### src/rtl/pattern_gen_pkg.sv
`default_nettype none
// ============================================================================
//  Module   : pattern_gen_pkg
//  Purpose  : Shared types and helpers for the pattern generator bank.
//  Revision : 1.0 - initial release
// ============================================================================
package pattern_gen_pkg;

  typedef enum logic [1:0] {
    MODE_HOLD = 2'd0,
    MODE_UP   = 2'd1,
    MODE_DOWN = 2'd2,
    MODE_LFSR = 2'd3
  } mode_e;

  typedef enum logic [0:0] {
    CFG_IDLE  = 1'b0,
    CFG_APPLY = 1'b1
  } cfg_state_e;

  // A single channel still needs a 1-bit select so the port never collapses.
  function automatic int chanWidth(input int ch);
    return (ch > 1) ? $clog2(ch) : 1;
  endfunction

endpackage : pattern_gen_pkg
`default_nettype wire

### src/rtl/pattern_gen_chan.sv
`default_nettype none
// ============================================================================
//  Module   : pattern_gen_chan
//  Purpose  : One pattern channel: pattern/seed/mode/invert state, stepping
//             logic, terminal-count pulse and gated output bit.
//  Revision : 1.0 - initial release
// ============================================================================
module pattern_gen_chan
  import pattern_gen_pkg::*;
#(
  parameter int               WIDTH = 8,
  parameter logic [WIDTH-1:0] TAPS  = WIDTH'(8'hB8)
) (
  input  logic             clk,
  input  logic             reset,
  input  logic             load,
  input  mode_e            loadMode,
  input  logic [WIDTH-1:0] loadSeed,
  input  logic             loadInvert,
  input  logic             run,
  input  logic             gateIn,
  output logic [WIDTH-1:0] pat,
  output logic             gated,
  output logic             tc
);

  localparam logic [WIDTH-1:0] c_ONE      = WIDTH'(1);
  localparam logic [WIDTH-1:0] c_ALL_ONES = '1;

  logic [WIDTH-1:0] r_pat;
  logic [WIDTH-1:0] r_seed;
  mode_e            r_mode;
  logic             r_inv;
  logic             r_tc;
  logic             r_gated;
  logic [WIDTH-1:0] w_next;
  logic             w_tcHit;

  always_comb begin
    w_next  = r_pat;
    w_tcHit = 1'b0;
    if (run) begin
      case (r_mode)
        MODE_UP: begin
          w_next  = r_pat + c_ONE;
          w_tcHit = (r_pat == c_ALL_ONES);
        end
        MODE_DOWN: begin
          w_next  = r_pat - c_ONE;
          w_tcHit = (r_pat == '0);
        end
        MODE_LFSR: begin
          w_next  = r_pat[0] ? ((r_pat >> 1) ^ TAPS) : (r_pat >> 1);
          // A stuck state (e.g. zero) must not pulse every cycle.
          w_tcHit = (w_next == r_seed) && (w_next != r_pat);
        end
        default: begin
          w_next  = r_pat;
          w_tcHit = 1'b0;
        end
      endcase
    end
  end

  always_ff @(posedge clk or posedge reset) begin
    if (reset) begin
      r_pat   <= '0;
      r_seed  <= '0;
      r_mode  <= MODE_HOLD;
      r_inv   <= 1'b0;
      r_tc    <= 1'b0;
      r_gated <= 1'b0;
    end else begin
      r_gated <= (gateIn ^ r_inv) & r_pat[WIDTH-1];
      if (load) begin
        r_pat  <= loadSeed;
        r_seed <= loadSeed;
        r_mode <= loadMode;
        r_inv  <= loadInvert;
        r_tc   <= 1'b0;
      end else begin
        r_pat  <= w_next;
        r_tc   <= w_tcHit;
      end
    end
  end

  assign pat   = r_pat;
  assign gated = r_gated;
  assign tc    = r_tc;

endmodule : pattern_gen_chan
`default_nettype wire

### src/rtl/pattern_gen_bank.sv
`default_nettype none
// ============================================================================
//  Module   : pattern_gen_bank
//  Purpose  : Bank of CH pattern generators behind a valid/ready config port.
//  Revision : 1.0 - initial release
// ============================================================================
module pattern_gen_bank
  import pattern_gen_pkg::*;
#(
  parameter  int               CH    = 4,
  parameter  int               WIDTH = 8,
  parameter  logic [WIDTH-1:0] TAPS  = WIDTH'(8'hB8),
  localparam int               CH_W  = chanWidth(CH)
) (
  input  logic                clk,
  input  logic                reset,
  input  logic                cfg_valid,
  output logic                cfg_ready,
  input  logic [CH_W-1:0]     cfg_chan,
  input  logic [1:0]          cfg_mode,
  input  logic [WIDTH-1:0]    cfg_seed,
  input  logic                cfg_invert,
  input  logic [CH-1:0]       run,
  input  logic [CH-1:0]       gate_in,
  output logic [CH*WIDTH-1:0] pat_out,
  output logic [CH-1:0]       gated_out,
  output logic [CH-1:0]       tc_pulse
);

  cfg_state_e       r_state;
  cfg_state_e       w_stateNext;
  logic             w_apply;
  logic [CH_W-1:0]  r_capChan;
  mode_e            r_capMode;
  logic [WIDTH-1:0] r_capSeed;
  logic             r_capInv;

  always_ff @(posedge clk or posedge reset) begin
    if (reset) r_state <= CFG_IDLE;
    else       r_state <= w_stateNext;
  end

  always_comb begin
    w_stateNext = r_state;
    case (r_state)
      CFG_IDLE:  if (cfg_valid) w_stateNext = CFG_APPLY;
      CFG_APPLY: w_stateNext = CFG_IDLE;
      default:   w_stateNext = CFG_IDLE;
    endcase
  end

  always_comb begin
    cfg_ready = (r_state == CFG_IDLE);
    w_apply   = (r_state == CFG_APPLY);
  end

  // Fields are sampled only on acceptance; later changes are ignored.
  always_ff @(posedge clk or posedge reset) begin
    if (reset) begin
      r_capChan <= '0;
      r_capMode <= MODE_HOLD;
      r_capSeed <= '0;
      r_capInv  <= 1'b0;
    end else if (cfg_valid && cfg_ready) begin
      r_capChan <= cfg_chan;
      r_capMode <= mode_e'(cfg_mode);
      r_capSeed <= cfg_seed;
      r_capInv  <= cfg_invert;
    end
  end

  // Out-of-range channel numbers simply match no instance.
  for (genvar gi = 0; gi < CH; gi++) begin : g_chan
    logic w_load;
    assign w_load = w_apply && (r_capChan == CH_W'(gi));

    pattern_gen_chan #(
      .WIDTH (WIDTH),
      .TAPS  (TAPS)
    ) u_chan (
      .clk        (clk),
      .reset      (reset),
      .load       (w_load),
      .loadMode   (r_capMode),
      .loadSeed   (r_capSeed),
      .loadInvert (r_capInv),
      .run        (run[gi]),
      .gateIn     (gate_in[gi]),
      .pat        (pat_out[gi*WIDTH +: WIDTH]),
      .gated      (gated_out[gi]),
      .tc         (tc_pulse[gi])
    );
  end : g_chan

endmodule : pattern_gen_bank
`default_nettype wire

### config.mk
export PLATFORM = sky130hd
export DESIGN_NAME = pattern_gen_bank
export DESIGN_NICKNAME = d
export VERILOG_FILES = /design/src/rtl/pattern_gen_pkg.sv /design/src/rtl/pattern_gen_chan.sv /design/src/rtl/pattern_gen_bank.sv
export SDC_FILE = /design/constraint.sdc
export NUM_CORES = 1
export LEC_CHECK = 0
export ABC_AREA = 1
export CAP_MARGIN = 20
export CORE_ASPECT_RATIO = 2
export CORE_MARGIN = 2
export CORE_UTILIZATION = 65
export CTS_BUF_LIST = sky130_fd_sc_hd__clkbuf_4 sky130_fd_sc_hd__clkbuf_8
export CTS_CLUSTER_DIAMETER = 30
export DETAILED_ROUTE_END_ITERATION = 8
export PLACE_DENSITY = 0.94
export SLEW_MARGIN = 0
export SYNTH_ARGS = -nofsm -noshare
export SYNTH_HDL_FRONTEND = slang
export SYNTH_SLANG_ARGS = --single-unit
### constraint.sdc
create_clock -name clk -period 5.1 [get_ports clk]
set_input_delay 1.275 -clock clk [delete_from_list [all_inputs] [get_ports clk]]
set_output_delay 1.275 -clock clk [all_outputs]
set_load 0.01 [all_outputs]
==> flow_metrics.py <==
metrics = {
    "clock_network": {
        "path_clk_slew_ns": 0.09,
        "cts_root_buffer": "clkbuf_8",
        "worstSkewPairLatency_ns": 0.38,
        "cts_resized": 0,
        "cts-hold-fix-buffers": 0,
        "cts_tree": "built",
        "cts_made_buffers": 9,
        "ctsLongestPathBuffers": 2,
        "cts_sinks": 98,
        "cts_max_level": 3,
        "postCtsSetupBuffers": 0,
    },
    "final_layout": {
        "syn2layout_area_growth_pct": 12.6,
        "nFillCells": 799,
        "nets": 1088,
        "drive_gt1_share_pct": 2.90,
        "stdcell_count": 1138,
        "diodes": 0,
    },
    "die": {
        "fp.coreArea_um2": 10400,
        "die_w_um": 77.0,
        "num_rows": 53,
        "io_pins": 65,
        "die_area_um2": 11500,
        "start_util_pct": 66.5,
        "die_h_um": 150,
    },
    "drt": {
        "antenna_violating_nets_post_route": 0,
        "drc": 0,
        "via_per_inst": 5.88,
        "routed-via-count": 6694,
        "dr.pass1.iters": 8,
        "drt_iter0_markers": 485,
        "wl_per_cell_um": 16.6,
        "wl_um": 18900,
    },
    "yosys": {
        "synthArstFlopShare_pct": 100,
        "synth_nets": 1039,
        "syn_area_um2": 6920,
        "yosys-top-cells-area": "dfrtp_1 35%, nand2_1 16%, ha_1 12%",
        "ys_seq_elements": 98,
        "yosys_most_used_dff": "dfrtp_1",
        "ys_types": 36,
        "yosysTopAreaCellShare_pct": 35.4,
        "synth_edf_count": 0,
        "synth_warnings": 0,
        "synth_area_leader_cell": "dfrtp_1",
        "yosys.cell_count.top_type": "nand2_1",
        "synth_seq_area_share_pct": 35.4,
        "syn-instance-count": 947,
        "syn_avg_cell_area_um2": 7.31,
        "synth_common_cells": "292 x nand2_1, 120 x inv_1, 98 x dfrtp_1",
    },
    "global_routing": {
        "grt_usage_pct": 32.9,
        "antenna_found_initial": 0,
        "overflow": 0,
        "grt_pass1_wl_um": 30100,
        "grt_max_degree": 81,
        "grt_pass1_vias": 6608,
    },
    "sta": {
        "rsz0062_at_grt": "false",
        "slew_headroom_pct": 35.0,
        "setup_viol": 0,
        "post-route-period-util_pct": 57.1,
        "maxSlewViolCount": 0,
        "final.setup.tns_ns": 0,
        "post-route-min-period_ns": 2.91,
        "clock_skew_ns": 0.0103,
        "timing.fmax_ghz": 0.343,
        "finalHoldViolations": 0,
        "tightest_slew_ns": 0.975,
        "holdWs_ns": 0.510,
    },
    "setup_path": {
        "crit_required_ns": 3.83,
        "cpMaxStageDelayCell": "dfrtp_1",
        "crit_buf_inv": 1,
        "crit_fanout": 12,
        "critPathTopFamily": "flip-flops",
        "worstPathCellList": "clkdlybuf4s50_1",
        "start_kind": "flop",
        "reg2reg_slack_ns": 2.63,
        "endpoint_kind": "output pin",
        "worstPathArrival_ns": 1.64,
        "worstSetupPathType": "reg -> out",
        "max_stage_delay_ns": 0.64,
    },
    "power": {
        "switchingPower_uw": 2260,
        "swShare_pct": 48.6,
        "leakagePower_uw": 0.00400,
        "combPwrFrac_pct": 57.2,
        "clkPwrFrac_pct": 11.6,
        "power_frac_seq_pct": 31.2,
        "power_density_nw_per_um2": 596,
        "irDropWorstVdd_mv": 0.301,
        "p_int_uw": 2390,
    },
    "place": {
        "gp_congestion": 0.959,
        "portBuffers": 64,
        "placedCellCount": 1122,
        "dp_hpwl_um": 13700,
    },
    "run_status": {
        "status": "finished clean",
    },
    "job": {
        "cap_viol_max_count": 0,
    },
    "min_path": {
        "worstHoldPathType": "reg -> reg",
    },
}
==> per-stage QoR <==
stage | instance area, um^2 | power (uW) | utilization (%) | setup slack (ns)
after floorplan | 6920 | 3220 | - | 1.26
after global routing | 7790 | 5020 | 74.8 | 2.17
after detailed placement | 7590 | 4020 | 72.9 | 2.33
after CTS | 7790 | 4590 | 74.8 | 2.20
after global placement | 7590 | 3910 | 72.9 | 2.35
final | 7790 | 4640 | 74.8 | 2.19
==> cell families (layout without fill, tap and decap cells) <==
group / after synthesis / in the layout / synth area share, %
xor gates and xnor gates: 26 / 26 / 3.29
and+or+nand+nor: 421 / 421 / 24.9
DFF: 98 / 98 / 35.4
adders and majority gates: 68 / 68 / 12.7
buffers and inverters: 154 / 208 / 9.18
AOI/OAI and AO/OA: 180 / 180 / 14.5
==> power groups by stage <==
stage	combinational [uW]	clock, uW	sequential, uW
2_1_floorplan	1880	0	1340
3_3_place_gp	2480	0	1430
3_5_place_dp	2580	0	1440
4_1_cts	2620	533	1430
5_1_grt	2980	560	1480
6_report	2650	539	1450
==> path summary, 6_finish.rpt <==
path / startpoint / end / cells past startpoint
worst max-delay path: g_chan[1].u_chan.pat[0]$_DFFE_PP0P_ / pat_out[8] / 1
worst min-delay path: g_chan[2].u_chan.r_seed[0]$_DFFE_PP0P_ / g_chan[2].u_chan.r_seed[0]$_DFFE_PP0P_ / 2
worst max register to register: g_chan[3].u_chan.r_mode[0]$_DFFE_PP0P_ / g_chan[3].u_chan.pat[6]$_DFFE_PP0P_ / 10
worst min register to register: g_chan[2].u_chan.r_seed[0]$_DFFE_PP0P_ / g_chan[2].u_chan.r_seed[0]$_DFFE_PP0P_ / 2
max in group asynchronous: reset / g_chan[0].u_chan.r_inv$_DFFE_PP0P_ / 3
min in group asynchronous: reset / g_chan[0].u_chan.pat[1]$_DFFE_PP0P_ / 2
==> sequential cells by signal, indices dropped and copies added (netlist names) <==
name,flops
g_chan.u_chan.gated,4
g_chan.u_chan.pat,32
g_chan.u_chan.r_inv,4
g_chan.u_chan.r_mode,8
g_chan.u_chan.r_seed,32
g_chan.u_chan.tc,4
r_capChan,2
r_capInv,1
r_capMode,2
r_capSeed,8
r_state,1
==> metal layers <==
layer | GRT usage (%) | wire length (um) | vias to the layer above
met5 | 0 | 0 | -
met4 | 23.7 | 1290 | 0
met3 | 4.10 | 1130 | 109
met2 | 60.5 | 9920 | 384
met1 | 33.8 | 6520 | 3054
li1 | - | - | 3147
==> layout by cell type (no fill, tap or decap), types with 6 or more instances in the layout <==
| cell | synthesis | final |
|---|---|---|
| a21oi_1 | 47 | 47 |
| clkbuf_8 | 0 | 10 |
| clkdlybuf4s50_1 | 0 | 64 |
| dfrtp_1 | 98 | 98 |
| ha_1 | 64 | 64 |
| inv_1 | 120 | 119 |
| nand2_1 | 292 | 292 |
| nand3_1 | 54 | 54 |
| nand4_1 | 8 | 8 |
| nor2_1 | 51 | 51 |
| o211ai_1 | 7 | 7 |
| o21ai_0 | 92 | 92 |
| o221ai_1 | 9 | 9 |
| or2_1 | 6 | 6 |
| xnor2_1 | 16 | 16 |
| xor2_1 | 10 | 10 |
==> cell type report <==
class | count | area [um^2] | area share, %
clock buffers | 12 | 153 | 1.96
clock inverters | 4 | 51.3 | 0.659
inverters | 127 | 482 | 6.18
multi-input cells | 695 | 3830 | 49.2
flip-flops and latches | 98 | 2450 | 31.5
well taps | 137 | 171 | 2.20
repair buffers | 65 | 648 | 8.32
(Power assumes the default switching activity.)
